`src/rtl/mips_decode_exec_unit.sv`:
```
// Decode/execute slice of a single-cycle MIPS: 32x32 register file with write-through,
// main control decoder, ALU control and a 32-bit ALU.
module mips_decode_exec_unit (
    input  logic        clock,
    input  logic        reset_n,
    // Main control
    input  logic [5:0]  opcode,
    // Register file
    input  logic [4:0]  rs,
    input  logic [4:0]  rt,
    output logic [31:0] out_rs,
    output logic [31:0] out_rt,
    input  logic        sinal_escrita,
    input  logic [4:0]  reg_escrita,
    input  logic [31:0] dado_escrita,
    // Control outputs
    output logic [1:0]  c_ALUOp,
    output logic [1:0]  c_memoria,
    output logic [2:0]  c_desvio,
    output logic        c_fonte_ula,
    output logic        c_memtoreg,
    output logic        c_escrever_reg,
    output logic        c_reg_destino,
    // ALU
    input  logic [31:0] alu_a,
    input  logic [31:0] alu_b,
    input  logic [5:0]  alu_funct,
    input  logic [1:0]  alu_op,
    output logic [31:0] resultado,
    output logic        zero,
    output logic        overflow
);

    // ------------------------------------------------------------------
    // Opcodes and function codes
    // ------------------------------------------------------------------
    localparam logic [5:0] OpRType = 6'b000000;
    localparam logic [5:0] OpLw    = 6'b100011;
    localparam logic [5:0] OpSw    = 6'b101011;
    localparam logic [5:0] OpBeq   = 6'b000100;
    localparam logic [5:0] OpBne   = 6'b000101;
    localparam logic [5:0] OpAddi  = 6'b001000;
    localparam logic [5:0] OpJ     = 6'b000010;

    localparam logic [5:0] FnAdd = 6'b100000;
    localparam logic [5:0] FnSub = 6'b100010;
    localparam logic [5:0] FnAnd = 6'b100100;
    localparam logic [5:0] FnOr  = 6'b100101;
    localparam logic [5:0] FnNor = 6'b100111;
    localparam logic [5:0] FnSlt = 6'b101010;

    typedef enum logic [2:0] {
        AluAdd,
        AluSub,
        AluAnd,
        AluOr,
        AluNor,
        AluSlt
    } alu_sel_e;

    // ------------------------------------------------------------------
    // Register file
    // ------------------------------------------------------------------
    logic [31:0] regs_q [32];
    logic [31:0] regs_d [32];
    logic        wr_en;

    assign wr_en = sinal_escrita && (reg_escrita != 5'd0);

    always_comb begin
        regs_d = regs_q;
        if (wr_en) begin
            regs_d[reg_escrita] = dado_escrita;
        end
    end

    always_ff @(posedge clock or negedge reset_n) begin
        if (!reset_n) begin
            for (int i = 0; i < 32; i++) begin
                regs_q[i] <= '0;
            end
        end else begin
            regs_q <= regs_d;
        end
    end

    // Reset forces reads to zero; otherwise a pending write bypasses the array.
    always_comb begin
        out_rs = '0;
        out_rt = '0;
        if (reset_n) begin
            if (rs != 5'd0) begin
                out_rs = (wr_en && (reg_escrita == rs)) ? dado_escrita : regs_q[rs];
            end
            if (rt != 5'd0) begin
                out_rt = (wr_en && (reg_escrita == rt)) ? dado_escrita : regs_q[rt];
            end
        end
    end

    // ------------------------------------------------------------------
    // Main control decoder
    // ------------------------------------------------------------------
    always_comb begin
        c_ALUOp        = 2'b00;
        c_memoria      = 2'b00;
        c_desvio       = 3'b000;
        c_fonte_ula    = 1'b0;
        c_memtoreg     = 1'b0;
        c_escrever_reg = 1'b0;
        c_reg_destino  = 1'b0;
        case (opcode)
            OpRType: begin
                c_ALUOp        = 2'b10;
                c_escrever_reg = 1'b1;
                c_reg_destino  = 1'b1;
            end
            OpLw: begin
                c_memoria      = 2'b01;
                c_fonte_ula    = 1'b1;
                c_memtoreg     = 1'b1;
                c_escrever_reg = 1'b1;
            end
            OpSw: begin
                c_memoria   = 2'b10;
                c_fonte_ula = 1'b1;
            end
            OpBeq: begin
                c_ALUOp  = 2'b01;
                c_desvio = 3'b001;
            end
            OpBne: begin
                c_ALUOp  = 2'b01;
                c_desvio = 3'b010;
            end
            OpAddi: begin
                c_fonte_ula    = 1'b1;
                c_escrever_reg = 1'b1;
            end
            OpJ: begin
                c_desvio = 3'b100;
            end
            default: ;
        endcase
    end

    // ------------------------------------------------------------------
    // ALU control
    // ------------------------------------------------------------------
    alu_sel_e alu_sel;

    always_comb begin
        alu_sel = AluAdd;
        case (alu_op)
            2'b01: alu_sel = AluSub;
            2'b10: begin
                case (alu_funct)
                    FnAdd:   alu_sel = AluAdd;
                    FnSub:   alu_sel = AluSub;
                    FnAnd:   alu_sel = AluAnd;
                    FnOr:    alu_sel = AluOr;
                    FnNor:   alu_sel = AluNor;
                    FnSlt:   alu_sel = AluSlt;
                    default: alu_sel = AluAdd;
                endcase
            end
            default: alu_sel = AluAdd;
        endcase
    end

    // ------------------------------------------------------------------
    // ALU
    // ------------------------------------------------------------------
    logic [31:0] sum;
    logic [31:0] diff;
    logic        add_ovf;
    logic        sub_ovf;
    logic        slt_bit;

    assign sum     = alu_a + alu_b;
    assign diff    = alu_a - alu_b;
    assign add_ovf = (alu_a[31] == alu_b[31]) && (sum[31] != alu_a[31]);
    assign sub_ovf = (alu_a[31] != alu_b[31]) && (diff[31] != alu_a[31]);
    // Differing signs decide SLT directly, so a wrapped difference never matters.
    assign slt_bit = (alu_a[31] != alu_b[31]) ? alu_a[31] : diff[31];

    always_comb begin
        resultado = sum;
        overflow  = 1'b0;
        unique case (alu_sel)
            AluAdd: begin
                resultado = sum;
                overflow  = add_ovf;
            end
            AluSub: begin
                resultado = diff;
                overflow  = sub_ovf;
            end
            AluAnd:  resultado = alu_a & alu_b;
            AluOr:   resultado = alu_a | alu_b;
            AluNor:  resultado = ~(alu_a | alu_b);
            AluSlt:  resultado = {31'd0, slt_bit};
            default: resultado = sum;
        endcase
    end

    assign zero = (resultado == 32'd0);

endmodule

```
`config.mk`:
```
export PLATFORM = sky130hd
export DESIGN_NAME = mips_decode_exec_unit
export DESIGN_NICKNAME = d
export VERILOG_FILES = /design/src/rtl/mips_decode_exec_unit.sv
export SDC_FILE = /design/constraint.sdc
export NUM_CORES = 2
export LEC_CHECK = 0
export CORE_MARGIN = 5
export CORE_UTILIZATION = 55
export CTS_BUF_LIST = sky130_fd_sc_hd__clkbuf_2 sky130_fd_sc_hd__clkbuf_4 sky130_fd_sc_hd__clkbuf_8
export DETAILED_ROUTE_END_ITERATION = 16
export GPL_TIMING_DRIVEN = 0
export HOLD_SLACK_MARGIN = 0.02
export PLACE_DENSITY = 0.74
export SLEW_MARGIN = 20
export SYNTH_ARGS = -nofsm -noshare
export SYNTH_HDL_FRONTEND = slang
export SYNTH_SLANG_ARGS = --single-unit
export TNS_END_PERCENT = 100
```
`constraint.sdc`:
```
create_clock -name clock -period 10.2 [get_ports clock]
set_input_delay 2.04 -clock clock [delete_from_list [all_inputs] [get_ports clock]]
set_output_delay 2.04 -clock clock [all_outputs]
set_load 0.02 [all_outputs]
```
==> results.py <==
metrics = {
    "place": {
        "gp_congestion": 0.972,
        "io_buffers": 225,
        "dp.final_hpwl_um": 144000,
        "place_area_um2": 64600,
    },
    "route": {
        "first_pass_iters": 7,
        "vias": 43537,
        "antenna_left": 0,
        "post_drt_wl_per_cell_um": 33.8,
        "m1WireLength_um": 74900,
        "top_layer": "met5",
        "drtIter0Drc": 5187,
        "drc": 0,
        "wirelength_um": 208000,
        "wl_met2_um": 94500,
        "post_drt_via_cell_ratio": 7.08,
        "wl_met3_um": 24000,
    },
    "floorplan": {
        "core-area_um2": 109000,
        "io_pins": 237,
        "rows": 121,
        "die_h_um": 341,
        "die_w_um": 341,
        "initial_utilization_pct": 55.3,
        "dieArea_um2": 116000,
    },
    "power_and_ir_drop": {
        "p_int_uw": 8820,
        "peakVddDrop_mv": 0.133,
        "p_per_area_nw_per_um2": 182,
        "p_sw_share_pct": 29.3,
        "pwr-share-seq_pct": 43.3,
        "p_switching_uw": 3650,
        "pwr-share-clk_pct": 31.4,
        "p_comb_share_pct": 25.3,
        "p_leak_uw": 0.0291,
    },
    "synth": {
        "synth_cell_types": 84,
        "synthFlopType": "dfrtp_1",
        "ys_async_sr_fraction_pct": 100,
        "synth_edf_count": 0,
        "synth_nets": 4414,
        "synth_seq_cells": 1024,
        "syn_avg_cell_area_um2": 14.4,
        "ys_warn_count": 0,
        "netlist_instances": 4186,
        "ys_seq_area_share_pct": 42.5,
        "synth_area_um2": 60200,
    },
    "grt": {
        "overflow": 0,
        "grt_antenna_before_repair": 14,
        "grt_pass1_wl_um": 299000,
        "grt_use_total_pct": 35.5,
        "grt_pass1_vias": 44308,
        "grt_max_degree": 149,
    },
    "clock_network": {
        "cts_made_buffers": 167,
        "cts_tree": "built",
        "clk_pin_slew_ns": 0.06,
        "clk_latency_ns": 0.84,
        "ctsLongestPathBuffers": 3,
        "htree_levels": 4,
        "cts_root_buf": "clkbuf_8",
        "cts.sinks": 1024,
        "hold_buffers": 0,
    },
    "layout": {
        "layout_commonest_cell": "dfrtp_1",
        "top_regs": "regs_q x1024",
        "syn_to_final_growth_pct": 13.6,
        "largest_reg_flops": 1024,
        "mostFrequentLayoutCells": "dfrtp_1 (1,024), mux2_2 (994), mux4_2 (640), clkbuf_1 (271), clkdlybuf4s50_1 (222)",
        "final_area_um2": 68400,
        "final_core_util_pct": 62.9,
        "fin_nets": 4821,
        "drive_gt1_share_pct": 44.4,
        "largest_register": "regs_q",
    },
    "timing": {
        "fmax_mhz": 100,
        "maxSlewViolCount": 0,
        "final.min_clock_period_ns": 9.97,
        "finalHoldViolations": 0,
        "setup_viol_count_final": 0,
        "timing.hold.ws_ns": 0.485,
        "post-route-period-util_pct": 97.8,
        "clock-skew-final_ns": 0,
        "worstMarginPinSlew_ns": 1.32,
        "slew_headroom_pct": 11.3,
    },
    "worst_setup_path": {
        "crit_arrival_ns": 7.93,
        "required_ns": 8.16,
        "start_kind": "input pin",
        "end_kind": "primary output",
        "crit_path_max_fanout": 8,
        "critPathKind": "in2out",
    },
    "run_status": {
        "status": "completed",
    },
    "run": {
        "maxCapViolCount": 0,
    },
    "worst_hold_path": {
        "hold_path.class": "reg2reg",
    },
}
[cell type report]
type,instances,area [µm²]
fillers,8132,40400
multi-input cells,2615,32600
flip-flops and latches,1024,25600
clock buffers,274,3370
repair buffers,239,2550
plain buffers,442,1820
well taps,1414,1770
inverters,104,390
clock inverters,27,282
diodes,14,35.0
[worst max-delay path, cell delays in order]
cell and delay [ns]:
clkdlybuf4s50_1 0.52, inv_1 0.06, ha_1 0.29, clkbuf_1 0.21, or4_1 0.65, a211oi_4 0.27, o31ai_2 0.14, a21oi_2 0.20
a21o_1 0.16, a311oi_1 0.13, o21bai_1 0.15, a21oi_1 0.10, o21bai_1 0.13, a21oi_1 0.11, fa_2 0.45, o2111ai_1 0.13
o211ai_1 0.15, nor4_2 0.19, or4b_1 0.49, or4_4 0.54, nor4_4 0.23, nand3b_1 0.14, nor4b_2 0.25, buf_4 0.19
[routing by layer]
metal | vias to the layer above | GRT usage [%]
li1 | 17107 | -
met1 | 22862 | 44.2
met2 | 2822 | 53.8
met3 | 740 | 12.6
met4 | 6 | 21.0
met5 | - | 0.917
[timing repair]
item                       4_1_cts  5_1_grt
pin swaps                        2        3
buffers inserted                 1        1
setup endpoints to repair        1        1
gates resized for setup         13        7
[metrics by stage]
step	total power, µW	setup slack, ns	cells	setup TNS [ns]
after floorplan	7470	1.21	4186	0
after detailed placement	8540	-0.971	5835	-0.971
after CTS	12400	0.0440	6137	0
after global placement	8420	-49.05	5825	-
final	12500	0.227	6153	0
after global routing	12900	-0.000717	6144	-0.000717
[cells by family after synthesis]
logic type	synth area share, %
compound gates	4.66
xor+xnor	0.407
simple gates	3.16
fa+ha+maj	2.11
flops	42.5
mux	43.7
buf+inv	3.45
[Yosys cell counts (19+ instances only)]
cell type | number | area, µm²
mux4_2 | 640 | 14400
nand2_1 | 64 | 240
a21oi_1 | 78 | 390
a211oi_1 | 76 | 571
mux2_2 | 994 | 11200
ha_1 | 97 | 1210
mux2i_1 | 69 | 691
clkbuf_1 | 334 | 1250
buf_1 | 103 | 387
a22oi_1 | 25 | 188
o21ai_0 | 46 | 230
nand3_1 | 25 | 125
xnor2_1 | 19 | 166
inv_1 | 104 | 390
nor3_1 | 23 | 115
nor2_1 | 154 | 578
dfrtp_1 | 1024 | 25600
[final timing paths]
check,startpoint,to,slack (ns),cells after the start
max,alu_a[8],zero,0.23,24
min,regs_q[1023],regs_q[1023],0.49,1
max reg2reg,regs_q[888],regs_q[888],9.37,1
min reg2reg,regs_q[1023],regs_q[1023],0.49,1
max in group asynchronous,reset_n,regs_q[78],6.83,4
min in group asynchronous,reset_n,regs_q[509],1.09,1
[power groups by stage]
stage | clock network (µW) | logic (µW) | registers, µW
floorplan | 0 | 2230 | 5240
global placement | 0 | 3030 | 5390
detailed placement | 0 | 3110 | 5420
CTS | 3930 | 3130 | 5360
global route | 4120 | 3330 | 5470
finish | 3910 | 3150 | 5390
Power figures use the tool's default switching activity.
